`config.mk`:
```
export PLATFORM = sky130hd
export DESIGN_NAME = noc_out_arbiter
export DESIGN_NICKNAME = d
export VERILOG_FILES = /design/src/rtl/noc_pkg.sv /design/src/rtl/noc_rr_pick.sv /design/src/rtl/noc_out_arbiter.sv
export SDC_FILE = /design/constraint.sdc
export NUM_CORES = 1
export LEC_CHECK = 0
export ABC_AREA = 1
export CORE_MARGIN = 2
export CORE_UTILIZATION = 46
export DETAILED_ROUTE_END_ITERATION = 10
export GPL_TIMING_DRIVEN = 1
export PLACE_DENSITY = 0.88
export SETUP_SLACK_MARGIN = 0.3
export SLEW_MARGIN = 20
export SYNTH_ARGS = -nofsm -noshare
export SYNTH_HDL_FRONTEND = slang
export SYNTH_SLANG_ARGS = --single-unit
export TNS_END_PERCENT = 10
```
`constraint.sdc`:
```
create_clock -name clk -period 7 [get_ports clk]
set_input_delay 0.7 -clock clk [delete_from_list [all_inputs] [get_ports clk]]
set_output_delay 0.7 -clock clk [all_outputs]
set_load 0.05 [all_outputs]
```
`src/rtl/noc_pkg.sv`:
```
// Shared NoC router definitions: port indices, arbiter state encoding and a
// small index-width helper used by the output arbiter and its picker.
package noc_pkg;

  localparam int PORT_LOCAL = 0;
  localparam int PORT_N     = 1;
  localparam int PORT_E     = 2;
  localparam int PORT_S     = 3;
  localparam int PORT_W     = 4;
  localparam int NUM_PORTS  = 5;

  typedef enum logic {
    IDLE   = 1'b0,
    LOCKED = 1'b1
  } arb_state_e;

  // Width of an index into n items; never below 1 so one-port builds stay legal.
  function automatic int idx_w(input int n);
    return (n > 1) ? $clog2(n) : 1;
  endfunction

endpackage

```
`src/rtl/noc_rr_pick.sv`:
```
// Combinational round-robin selector: the first unmasked request found when
// scanning ptr+1, ptr+2, ... modulo N wins.
module noc_rr_pick
  import noc_pkg::*;
#(
  parameter  int N  = NUM_PORTS,
  localparam int IW = idx_w(N)
) (
  input  logic [N-1:0]  req,
  input  logic [N-1:0]  mask,
  input  logic [IW-1:0] ptr,
  output logic [N-1:0]  winner,
  output logic          found
);

  logic [N-1:0] eligible;
  logic [N-1:0] sel;

  assign eligible = req & ~mask;

  // NOTE: every output and temporary gets a default first, so no path through
  // the loop leaves a value held and no latch is inferred.
  always_comb begin
    winner = '0;
    found  = 1'b0;
    sel    = '0;
    for (int k = 1; k <= N; k++) begin
      sel = N'(1) << ((int'(ptr) + k) % N);
      if (!found && |(eligible & sel)) begin
        winner = sel;
        found  = 1'b1;
      end
    end
  end

endmodule

```
`src/rtl/noc_out_arbiter.sv`:
```
// Wormhole round-robin arbiter for one NoC router output link. Optional
// per-input completed-packet counters are built when NOC_ARB_STATS_EN is defined.
module noc_out_arbiter
  import noc_pkg::*;
#(
  parameter int NUM_IN = NUM_PORTS,
  parameter int DATA_W = 32,
  parameter int CNT_W  = 16
) (
  input  logic                     clk,
  input  logic                     srst,
  input  logic [NUM_IN-1:0]        in_valid,
  input  logic [NUM_IN-1:0]        in_last,
  input  logic [NUM_IN*DATA_W-1:0] in_data,
  output logic [NUM_IN-1:0]        in_ready,
  output logic                     out_valid,
  output logic                     out_last,
  output logic [DATA_W-1:0]        out_data,
  input  logic                     out_ready,
  output logic [NUM_IN-1:0]        grant,
  output logic                     busy
`ifdef NOC_ARB_STATS_EN
  ,
  output logic [NUM_IN*CNT_W-1:0]  pkt_cnt
`endif
);

  localparam int IW = idx_w(NUM_IN);

  if (CNT_W < 1) begin : g_bad_cnt_w
    $error("noc_out_arbiter: CNT_W must be at least 1");
  end

  arb_state_e      state;
  logic [IW-1:0]   own;
  logic [IW-1:0]   ptr;
  logic [IW-1:0]   pick_ptr;
  logic [IW-1:0]   win_idx;
  logic [NUM_IN-1:0] winner;
  logic            found;
  logic            xfer;
  logic            tail_xfer;

  // One picker serves both paths: in IDLE it scans from the last owner with
  // nothing masked; on a tail it scans from the current owner with that owner
  // masked (grant is all zero in IDLE, so it doubles as the mask).
  assign pick_ptr = (state == LOCKED) ? own : ptr;

  noc_rr_pick #(
    .N (NUM_IN)
  ) u_pick (
    .req    (in_valid),
    .mask   (grant),
    .ptr    (pick_ptr),
    .winner (winner),
    .found  (found)
  );

  always_comb begin
    win_idx = '0;
    for (int i = 0; i < NUM_IN; i++) begin
      if (winner[i]) win_idx = IW'(i);
    end
  end

  // Owner-to-output steering is purely combinational; grant is one-hot while locked.
  always_comb begin
    out_valid = 1'b0;
    out_last  = 1'b0;
    out_data  = '0;
    in_ready  = '0;
    if (state == LOCKED) begin
      for (int i = 0; i < NUM_IN; i++) begin
        if (grant[i]) begin
          out_valid   = in_valid[i];
          out_last    = in_last[i];
          out_data    = in_data[i*DATA_W +: DATA_W];
          in_ready[i] = out_ready;
        end
      end
    end
  end

  assign xfer      = out_valid & out_ready;
  assign tail_xfer = xfer & out_last;

  // NOTE: state registers use non-blocking assignments so every flop samples
  // the pre-edge values, independent of block evaluation order.
  always_ff @(posedge clk) begin
    if (srst) begin
      state <= IDLE;
      ptr   <= IW'(NUM_IN - 1);
      own   <= '0;
      grant <= '0;
      busy  <= 1'b0;
    end else begin
      case (state)
        IDLE: begin
          if (found) begin
            state <= LOCKED;
            own   <= win_idx;
            grant <= winner;
            busy  <= 1'b1;
          end
        end
        LOCKED: begin
          if (tail_xfer) begin
            ptr <= own;
            if (found) begin
              own   <= win_idx;
              grant <= winner;
            end else begin
              state <= IDLE;
              grant <= '0;
              busy  <= 1'b0;
            end
          end
        end
        default: begin
          state <= IDLE;
          grant <= '0;
          busy  <= 1'b0;
        end
      endcase
    end
  end

`ifdef NOC_ARB_STATS_EN
  logic [CNT_W-1:0] cnt_q [NUM_IN];

  // NOTE: the counter array is a small register file, not a RAM, so it is
  // cleared element by element on reset like any other state.
  always_ff @(posedge clk) begin
    if (srst) begin
      for (int i = 0; i < NUM_IN; i++) cnt_q[i] <= '0;
    end else if (tail_xfer) begin
      for (int i = 0; i < NUM_IN; i++) begin
        if (grant[i] && (cnt_q[i] != '1)) cnt_q[i] <= cnt_q[i] + CNT_W'(1);
      end
    end
  end

  for (genvar g = 0; g < NUM_IN; g++) begin : g_cnt
    assign pkt_cnt[g*CNT_W +: CNT_W] = cnt_q[g];
  end
`endif

endmodule

```
==> qor.yml <==
placement:
  place_inst: 1080
  place.gp.congestion: 0.991
  portBuffers: 217
  dp_hpwl_um: 14400
finish:
  final_common_cell: "clkdlybuf4s50_1"
  seqCellArea_um2: 260
  multi_input_area_um2: 3790
  nFillCells: 846
  syn2layout_area_growth_pct: 49.5
  fin_nets: 1158
  final_cells: 1084
  antenna_cells: 0
  layout_common_cells: "clkdlybuf4s50_1 (217), nand2_1 (137), a21oi_1 (114)"
  fin_util_pct: 70.4
  layout-drive-gt1-share_pct: 12.7
worst_setup_path:
  critPathLaunch: "state"
  crit_slowest_cell: "dfxtp_1"
  r2r_slack_ps: 1570
  crit_top_cell: "nand2_1"
  required_ps: 7160
  worst-setup-path-type: "reg2reg"
  cp_max_fo: 11
  r2r-end: "own[0]"
  reg2reg_depth: 33
  slowest_delay_ps: 620
  critPathLaunchType: "register"
  r2r_start: "state"
  end_kind: "register"
  worstPathArrival_ps: 5590
synthesis:
  yosysSeqAreaShare_pct: 5.71
  syn_area_um2: 4560
  ys_types: 50
  netlist_instances: 763
  async_reset_ff_share_pct: 0
  synth_edf_count: 0
  ys.flop_type: "dfxtp_1"
  synth_top_cell_by_area: "a21oi_1"
  ys_seq_elements: 13
  ys.warnings.count: 0
  post-synth-top-area-fraction_pct: 12.5
  synth_fp_nets: 969
  syn_area_per_cell_um2: 5.98
  synth_area_leaders: "a21oi_1 (13%), nand2_1 (11%), nand3_1 (9.1%), ha_1 (8.8%), dfxtp_1 (5.7%)"
clock_tree:
  clk_latency_ps: 240
  cts_tree: "built"
  post_cts_buffers: 0
  numCtsBuffers: 3
  post_cts_resized: 0
  cts_root_buffer: "clkbuf_8"
  htree_num_levels: 1
  clk_pin_slew_ps: 60
  cts_buffer_depth: 2
  cts.sinks: 13
  cts_hold_buffers: 0
route:
  drt-initial-drc-count: 753
  vias_per_cell: 5.66
  vias: 6140
  antenna_left: 0
  wl_per_cell_um: 16.9
  routed_wl_um: 18400
  m1WireLength_um: 7650
  remaining_drc_errors: 0
  wl_met2_um: 8500
  dr_wl_met3_um: 1760
  top_layer: "met4"
  dr.pass1.iters: 6
global_route:
  grt_overflow_total: 0
  grt_pass1_vias: 5730
  antenna_found_initial: 0
  grtUsageTotal_pct: 32.3
  grt_pass1_wl_um: 28700
  grt_max_degree: 38
worst_hold_path:
  min_path_type: "reg2reg"
  holdPathStages: 2
  holdCritStartpoint: "ptr[0]"
  min_delay_worst_endpoint: "ptr[0]"
floorplanning:
  pin_count: 218
  dieArea_um2: 10700
  initial_utilization_pct: 47.1
  fp.dieW_um: 104
  fp.coreArea_um2: 9680
  rows: 36
  die-height_um: 104
pwr:
  cellLeakagePower_nw: 2.97
  p_total_w: 0.00365
  power_density_nw_per_um2: 536
  peakVddDrop_mv: 0.289
status:
  status: "completed"
timing:
  worst_pin_slew_ps: 1100
  finalSetupViolCount: 0
  clock.fmax_ghz: 0.184
  slew_viol_final: 0
  skew_ps: 1.10
  rsz0062_at_grt: "false"
  layout_min_cycle_time_ps: 5430
  worst_slew_margin_rel_pct: 26.2
  finalHoldViolCount: 0
  timing.hold.ws_ps: 491
  finalSetupTns_ps: 0
  final.period_utilization_pct: 77.6
job:
  maxCapViolations: 0
==> sequential cells by signal (all words and copies together) (netlist names) <==
signal  flops
grant       5
own         3
ptr         3
state       1
busy        1
==> synthesized netlist by cell type (8+ instances only) <==
cell / count
o211ai_1: 33
clkbuf_1: 27
nand2_4: 10
inv_2: 10
nand3_1: 83
nor2_1: 41
a21oi_1: 114
o21ai_0: 44
nor2_2: 8
nand2_1: 137
nand3_2: 16
inv_1: 67
ha_1: 32
dfxtp_1: 13
nand4_1: 13
o21ai_1: 10
nand2_2: 26
==> worst max-delay path, delay by kind of cell, from the launching register on <==
| family | cells | cell delay (ps) |
|---|---|---|
| and+or+nand+nor | 23 | 2750 |
| adders and majority gates | 3 | 810 |
| buffers and inverters | 5 | 700 |
| AOI/OAI and AO/OA | 2 | 450 |
| DFF | 1 | 620 |
==> worst max-delay path by stage <==
stage	to	cells after the start
after floorplan	own[1]	34
after CTS	own[0]	33
after global routing	own[0]	33
final	own[0]	33
after global placement	grant[0]	32
after detailed placement	own[0]	33
==> per-stage QoR <==
stage / instance area (um2) / worst slack, ps
final: 6810 / 1570
after global placement: 6770 / 1940
after detailed placement: 6770 / 1650
after floorplan: 4560 / 2530
after CTS: 6810 / 1640
after global routing: 6810 / 1060
==> layout make-up <==
cell class	count	area share (%)
Sequential cell	13	3.82
Clock buffer	4	0.661
Tap cell	133	2.44
Multi-Input combinational cell	627	55.7
Timing Repair Buffer	223	32.5
Inverter	84	4.85
==> routing by layer <==
metal	vias to the layer above	GRT usage, %
met3	42	7.61
li1	2977	-
met4	0	7.92
met2	332	54.7
met1	2789	41.5
met5	-	0
==> cell families (layout without fill, tap and decap cells) <==
group | count (synthesis) | after routing | synth area share (%)
AND/OR/NAND/NOR | 370 | 370 | 45.7
buffers and inverters | 123 | 311 | 11.1
AO/OA/AOI/OAI | 220 | 220 | 27.4
XOR/XNOR | 4 | 4 | 0.933
flip-flops | 13 | 13 | 5.71
adder cells (fa/ha/maj) | 33 | 33 | 9.22
==> where the power goes <==
part | internal, W | total, W | switching [W]
registers | 0.0000910 | 0.000115 | 0.0000239
clock network | 0.0000402 | 0.0000680 | 0.0000278
logic | 0.00115 | 0.00347 | 0.00232
(Power assumes the default switching activity.)
